File: src/rtl/diff_demo_pkg.sv
// Shared types and default sizing for the diff-NN datapath blocks.
package diff_demo_pkg;

    localparam int unsigned KMAX_DEF       = 5;
    localparam int unsigned PSUM_WIDTH_DEF = 20;

    typedef enum logic [1:0] {
        StIdle,
        StRun,
        StDrain
    } pe_conv_state_t;

endpackage

File: src/rtl/pe_out_fifo.sv
// Synchronous show-ahead FIFO: head entry is visible on rdata_o while valid_o is high.
module pe_out_fifo #(
    parameter int unsigned WIDTH = 21,
    parameter int unsigned DEPTH = 8
) (
    input  logic                         clk,
    input  logic                         rst_n,
    input  logic                         push_i,
    input  logic [WIDTH-1:0]             wdata_i,
    input  logic                         pop_i,
    output logic [WIDTH-1:0]             rdata_o,
    output logic                         valid_o,
    output logic [$clog2(DEPTH+1)-1:0]   count_o
);

    localparam int unsigned AW = $clog2(DEPTH);
    localparam int unsigned CW = $clog2(DEPTH + 1);

    logic [WIDTH-1:0] mem_q [DEPTH];
    logic [AW-1:0]    wr_ptr_q;
    logic [AW-1:0]    rd_ptr_q;
    logic [CW-1:0]    count_q;
    logic             push_ok;
    logic             pop_ok;

    // Guard against overflow/underflow locally so a misbehaving producer cannot corrupt state.
    always_comb begin
        push_ok = push_i && (count_q != CW'(DEPTH));
        pop_ok  = pop_i && (count_q != '0);
    end

    // Storage, pointers and occupancy; pointers wrap naturally since DEPTH is a power of two.
    always_ff @(posedge clk or negedge rst_n) begin
        if (!rst_n) begin
            for (int i = 0; i < int'(DEPTH); i++) begin
                mem_q[i] <= '0;
            end
            wr_ptr_q <= '0;
            rd_ptr_q <= '0;
            count_q  <= '0;
        end else begin
            if (push_ok) begin
                mem_q[wr_ptr_q] <= wdata_i;
                wr_ptr_q        <= wr_ptr_q + AW'(1);
            end
            if (pop_ok) begin
                rd_ptr_q <= rd_ptr_q + AW'(1);
            end
            unique case ({push_ok, pop_ok})
                2'b10:   count_q <= count_q + CW'(1);
                2'b01:   count_q <= count_q - CW'(1);
                default: count_q <= count_q;
            endcase
        end
    end

    // Show-ahead read port.
    always_comb begin
        rdata_o = mem_q[rd_ptr_q];
        valid_o = (count_q != '0);
        count_o = count_q;
    end

endmodule

File: src/rtl/pe_row_conv.sv
// Row-convolution PE: runtime kernel size, transposed MAC chain, output FIFO.
// Optional build macro PE_SATURATE_EN: chain additions clamp instead of wrapping.
module pe_row_conv
    import diff_demo_pkg::*;
#(
    parameter int unsigned KMAX       = KMAX_DEF,
    parameter int unsigned ACT_WIDTH  = 8,
    parameter int unsigned W_WIDTH    = 8,
    parameter int unsigned PSUM_WIDTH = PSUM_WIDTH_DEF,
    parameter int unsigned FIFO_DEPTH = 8
) (
    input  logic                              clk,
    input  logic                              rst_n,
    input  logic                              start_i,
    input  logic                              stop_i,
    input  logic [$clog2(KMAX+1)-1:0]         cfg_k_i,
    input  logic                              cfg_signed_i,
    input  logic                              w_load_i,
    input  logic [KMAX*W_WIDTH-1:0]           w_data_i,
    input  logic                              act_valid_i,
    output logic                              act_ready_o,
    input  logic [ACT_WIDTH-1:0]              act_data_i,
    input  logic                              act_last_i,
    output logic                              out_valid_o,
    input  logic                              out_ready_i,
    output logic [PSUM_WIDTH-1:0]             out_data_o,
    output logic                              out_last_o,
    output logic                              busy_o,
    output logic                              short_row_o,
    output logic [$clog2(FIFO_DEPTH+1)-1:0]   fifo_count_o
);

    localparam int unsigned KW = $clog2(KMAX + 1);
    localparam int unsigned CW = $clog2(FIFO_DEPTH + 1);
    localparam int unsigned P  = PSUM_WIDTH;
    localparam int unsigned A  = ACT_WIDTH;
    localparam int unsigned W  = W_WIDTH;
    // Product table padded to a power of two so the runtime tap index is full width.
    localparam int unsigned NP = 2 ** KW;
    localparam int unsigned SN = (KMAX > 1) ? KMAX - 1 : 1;

    pe_conv_state_t     state_q;
    logic [KW-1:0]      k_q;
    logic               signed_q;
    logic [KMAX*W-1:0]  w_q;
    logic               short_row_q;
    logic [KW-1:0]      col_q;
    logic [KW-1:0]      col_d;
    logic [KW-1:0]      k_cfg;

    logic [P-1:0]       act_ext;
    logic [P-1:0]       prod [NP];
    logic [P-1:0]       s_chain [SN];
    logic [P-1:0]       result;

    logic               accept;
    logic               push;
    logic               short_hit;
    logic               clr;
    logic [CW-1:0]      fifo_count;

    function automatic logic [P-1:0] chain_add(input logic [P-1:0] a, input logic [P-1:0] b);
`ifdef PE_SATURATE_EN
        logic [P:0] sum;
        sum = {1'b0, a} + {1'b0, b};
        if (signed_q) begin
            // Overflow only when both operands share a sign the sum does not.
            if ((a[P-1] == b[P-1]) && (sum[P-1] != a[P-1])) begin
                return a[P-1] ? {1'b1, {(P-1){1'b0}}} : {1'b0, {(P-1){1'b1}}};
            end
            return sum[P-1:0];
        end
        return sum[P] ? {P{1'b1}} : sum[P-1:0];
`else
        return a + b;
`endif
    endfunction

    // Handshake, row bookkeeping and kernel-size sanitising.
    always_comb begin
        act_ready_o = (state_q == StRun) && (fifo_count < CW'(FIFO_DEPTH));
        accept      = act_valid_i && act_ready_o;
        push        = accept && (col_q >= (k_q - KW'(1)));
        short_hit   = accept && act_last_i && (col_q < (k_q - KW'(1)));
        clr         = (accept && act_last_i) ||
                      ((state_q == StRun) && stop_i) ||
                      ((state_q == StIdle) && start_i);
        if (cfg_k_i == '0) begin
            k_cfg = KW'(1);
        end else if (cfg_k_i > KW'(KMAX)) begin
            k_cfg = KW'(KMAX);
        end else begin
            k_cfg = cfg_k_i;
        end
        act_ext = {{(P-A){signed_q & act_data_i[A-1]}}, act_data_i};
    end

    // One product per tap; padding entries read as zero.
    for (genvar j = 0; j < NP; j++) begin : g_prod
        if (j < KMAX) begin : g_tap
            logic [P-1:0] w_ext;
            assign w_ext   = {{(P-W){signed_q & w_q[j*W+W-1]}}, w_q[j*W +: W]};
            assign prod[j] = act_ext * w_ext;
        end else begin : g_pad
            assign prod[j] = '0;
        end
    end

    // Transposed partial-sum chain; stage i is fed by stage i+1 plus tap K-2-i.
    for (genvar i = 0; i < SN; i++) begin : g_chain
        logic [P-1:0] s_q;
        logic [P-1:0] s_d;
        logic [P-1:0] upper;

        if (i + 1 < SN) begin : g_up
            assign upper = s_chain[i+1];
        end else begin : g_end
            assign upper = '0;
        end

        // Next partial sum for this stage.
        always_comb begin
            s_d = s_q;
            if (clr) begin
                s_d = '0;
            end else if (accept) begin
                if ((i + 2) < int'(k_q)) begin
                    s_d = chain_add(upper, prod[k_q - KW'(i + 2)]);
                end else if ((i + 2) == int'(k_q)) begin
                    s_d = prod[0];
                end else begin
                    s_d = '0;
                end
            end
        end

        // Partial-sum register.
        always_ff @(posedge clk or negedge rst_n) begin
            if (!rst_n) begin
                s_q <= '0;
            end else begin
                s_q <= s_d;
            end
        end

        assign s_chain[i] = s_q;
    end

    // Output of the chain head; K=1 bypasses the chain entirely.
    always_comb begin
        if (k_q == KW'(1)) begin
            result = prod[0];
        end else begin
            result = chain_add(s_chain[0], prod[k_q - KW'(1)]);
        end
        col_d = col_q;
        if (clr) begin
            col_d = '0;
        end else if (accept && (col_q < KW'(KMAX))) begin
            col_d = col_q + KW'(1);
        end
    end

    // Column counter; saturates once the kernel is primed.
    always_ff @(posedge clk or negedge rst_n) begin
        if (!rst_n) begin
            col_q <= '0;
        end else begin
            col_q <= col_d;
        end
    end

    // Control FSM with its configuration and sticky status registers.
    always_ff @(posedge clk or negedge rst_n) begin
        if (!rst_n) begin
            state_q     <= StIdle;
            k_q         <= KW'(1);
            signed_q    <= 1'b0;
            w_q         <= '0;
            short_row_q <= 1'b0;
        end else begin
            unique case (state_q)
                StIdle: begin
                    if (w_load_i) begin
                        w_q <= w_data_i;
                    end
                    if (start_i) begin
                        state_q     <= StRun;
                        k_q         <= k_cfg;
                        signed_q    <= cfg_signed_i;
                        short_row_q <= 1'b0;
                    end
                end
                StRun: begin
                    if (short_hit) begin
                        short_row_q <= 1'b1;
                    end
                    if (stop_i) begin
                        state_q <= StDrain;
                    end
                end
                StDrain: begin
                    if (fifo_count == '0) begin
                        state_q <= StIdle;
                    end
                end
                default: state_q <= StIdle;
            endcase
        end
    end

    pe_out_fifo #(
        .WIDTH (P + 1),
        .DEPTH (FIFO_DEPTH)
    ) u_fifo (
        .clk     (clk),
        .rst_n   (rst_n),
        .push_i  (push),
        .wdata_i ({act_last_i, result}),
        .pop_i   (out_ready_i),
        .rdata_o ({out_last_o, out_data_o}),
        .valid_o (out_valid_o),
        .count_o (fifo_count)
    );

    assign fifo_count_o = fifo_count;
    assign busy_o       = (state_q != StIdle);
    assign short_row_o  = short_row_q;

endmodule

File: config.mk
export PLATFORM = sky130hd
export DESIGN_NAME = pe_row_conv
export DESIGN_NICKNAME = d
export VERILOG_FILES = /design/src/rtl/diff_demo_pkg.sv /design/src/rtl/pe_out_fifo.sv /design/src/rtl/pe_row_conv.sv
export SDC_FILE = /design/constraint.sdc
export NUM_CORES = 2
export LEC_CHECK = 0
export BUFFER_PORTS_ARGS = -buffer_cell sky130_fd_sc_hd__buf_2
export CORE_ASPECT_RATIO = 1.2
export CORE_MARGIN = 4
export CORE_UTILIZATION = 35
export DETAILED_ROUTE_END_ITERATION = 8
export PLACE_DENSITY = 0.58
export SYNTH_ARGS = -nofsm -noshare
export SYNTH_HDL_FRONTEND = slang
export SYNTH_SLANG_ARGS = --single-unit
File: constraint.sdc
create_clock -name clk -period 12.4 [get_ports clk]
set_clock_uncertainty 0.1 [all_clocks]
set_input_delay 0 -clock clk [delete_from_list [all_inputs] [get_ports clk]]
set_output_delay 0 -clock clk [all_outputs]
set_load 0.005 [all_outputs]
==> reports/metrics.yaml <==
drc: 0
critPathMaxFanout: 24
multi_input_comb_area_sq_mm: 0.02466
ant_nets: 0
ios: 89
portBuffers: 88
die_h_um: 354.0
hpwl_um: 75830
grtUsageTotal_pct: 19.45
avgViaCountPerCell: 5.266
slowest_delay_ps: 690
rsz0062_at_grt: "no"
n_fill_cell: 9920
ys_warn_count: 0
grt_pass1_wl_um: 161500
post_cts_buffers: 0
cts_buffer_depth: 3
post_dp_cell_area_sq_mm: 0.03657
cp_top_family: "adder cells"
synth_fp_nets: 4538
cp-end-kind: "register"
syn_area_per_cell_sq_um: 9.097
cts_buffers: 39
critPathSlowestCell: "fa_1"
startpoint: "signed_q$_DFFE_PN0P_"
fin_area_sq_mm: 0.03837
start_kind: "register"
finalSetupTns_ps: 0
cp_data_required_time_ps: 12740
setup_viol: 0
totalWireLength_um: 100100
htreeDepth: 2
whs_ps: 74.07
grt_start_max_net_pins: 143
crit_arrival_ps: 9340
synthesis.instances: 3838
cap_violations: 0
synthToLayoutAreaGrowth_pct: 9.913
cts.sinks: 306
synth_ff_type: "dfrtp_1"
fin_crit_sh_pct: 72.64
cts_tree: "built"
die_width_um: 296.3
drt_first_pass_iters: 5
synth_edf_count: 0
clk_pin_slew_worst_paths_ps: 60
critical_path_class: "register to register"
clockRootBuffer: "clkbuf_16"
overflow: 0
period_needed_ps: 9007
synth_seq_area_share_pct: 21.94
synth_area_sq_mm: 0.03491
dieArea_sq_mm: 0.1049
synth_seq_cells: 306
layout-drive-gt1-share_pct: 10.11
async_flop_share_pct: 100.0
coreArea_sq_mm: 0.09869
grt_pass1_vias: 28580
ctsResizeCount: 0
finalHoldViolCount: 0
drtIter0Drc: 1646
relSlewSlack_pct: 21.68
synth_cell_types: 91
post_drt_wl_per_cell_um: 19.37
antenna_found_initial: 0
clk_latency_ps: 590
finalNonFillerCells: 5167
fin_nets: 4559
cp_num_buf_inv: 5
fmax_mhz: 111.0
n_antenna_cell: 0
min_from: "w_data_i[8]"
placedCellCount: 5041
r2r-start: "signed_q$_DFFE_PN0P_"
vias: 27210
hold_path_class: "primary input to register"
status: "finished, final reports clean"
rows: 126
worst_slew_pin_slew_ps: 1145
gp_congestion: 0.9473
cts_hold_buf: 57
regArea_sq_mm: 0.007665
start_util_pct: 35.38
finalMaxSlewViolations: 0
[worst reg2reg max path: cells and delay by family, from the launching register on]
kind | cells | cell delay [ps]
fa+ha+maj | 7 | 3060
compound gates | 7 | 2060
simple gates | 6 | 1620
buf+inv | 5 | 690
flops | 1 | 580
xor+xnor | 2 | 580
mux | 1 | 170
[final cells by class]
class	instances	area share (%)
well taps	1280	4.173
repair buffers	193	3.632
flip-flops and latches	306	19.97
multi-input cells	2836	64.27
inverters	483	4.724
clock buffers	55	2.908
clock inverters	14	0.3130
[flip-flops by register name, summed over array words and instances, names as in the netlist]
register,flops
signed_q,1
u_fifo.wr_ptr_q,3
g_chain.s_q,20
k_q,3
short_row_o,1
u_fifo.mem_q,168
col_q,3
u_fifo.rd_ptr_q,3
state_q,2
u_fifo.count_o,4
w_q,40
g_chain.upper,58
[layer usage]
metal,track usage (%),vias up,share of wire [%]
met5,0,-,0
met1,24.78,13600,43
met4,6.146,0,3.7
li1,-,12820,-
met3,2.139,155,4.0
met2,34.43,637,50
[cell usage after synthesis (all sizes together), types with 24 or more instances]
cell type    n  area [sq um]
a21oi      151         759.5
fa         355          7107
clkbuf     180         675.7
ha         285          3566
nor3        47         240.2
a22o        29         254.0
a31oi       29         196.4
a21o        39         292.8
mux4        52          1171
xnor2      101         918.4
nand3       33         165.2
o31ai       24         180.2
o21ai      291          1456
and2       186          1164
inv        482          1809
nor2       151         566.8
mux2        91          1028
o22ai       51         319.1
buf         33         132.6
mux2i       66         660.6
xor2        45         401.6
nand2      533          2001
dfrtp      305          7632
[worst paths after layout]
check	cells past startpoint	endpoint	slack, ps
min in group asynchronous	3	w_q[28]$_DFFE_PN0P_	520
worst max register to register	28	u_fifo.mem_q[145]$_DFFE_PN0P_	3390
max in group asynchronous	4	u_fifo.rd_ptr_q[0]$_DFFE_PN0P_	10180
worst min-delay path	3	w_q[8]$_DFFE_PN0P_	70
worst min register to register	2	u_fifo.mem_q[116]$_DFFE_PN0P_	370
worst max-delay path	28	u_fifo.mem_q[145]$_DFFE_PN0P_	3390
[cells by family (layout without fill, tap and decap cells)]
group | count (synthesis) | after routing | share of synthesized area [%]
AO/OA/AOI/OAI | 784 | 784 | 14.10
XOR/XNOR | 147 | 147 | 3.845
multiplexers | 209 | 209 | 8.192
adder cells (fa/ha/maj) | 640 | 640 | 30.57
AND/OR/NAND/NOR | 1056 | 1056 | 13.85
buffers and inverters | 696 | 745 | 7.508
flip-flops | 306 | 306 | 21.94
[cells in the final DEF, fill, tap and decap left out, types with 28 or more instances in the layout]
cell type	count
a21o_1	39
a21oi_1	150
a22o_1	29
a31oi_1	28
and2_1	185
buf_2	87
buf_4	47
clkbuf_16	39
dfrtp_1	303
dlygate4sd3_1	57
fa_1	355
ha_1	284
inv_1	478
mux2_2	89
mux2i_1	66
mux4_2	52
nand2_1	533
nand3_1	31
nor2_1	149
nor3_1	46
o21ai_0	247
o21ai_1	44
o22ai_1	51
xnor2_1	98
xor2_1	43
[metrics by stage]
stage	util, %	setup slack (ps)
2_1_floorplan	-	4789
3_3_place_gp	37.05	3622
3_5_place_dp	37.05	3491
4_1_cts	38.88	3444
5_1_grt	38.88	2881
6_report	38.88	3393
Power is left out: the tool's default activity adds up to more than one toggle a clock period on the data nets, which glitch-free logic cannot reach.
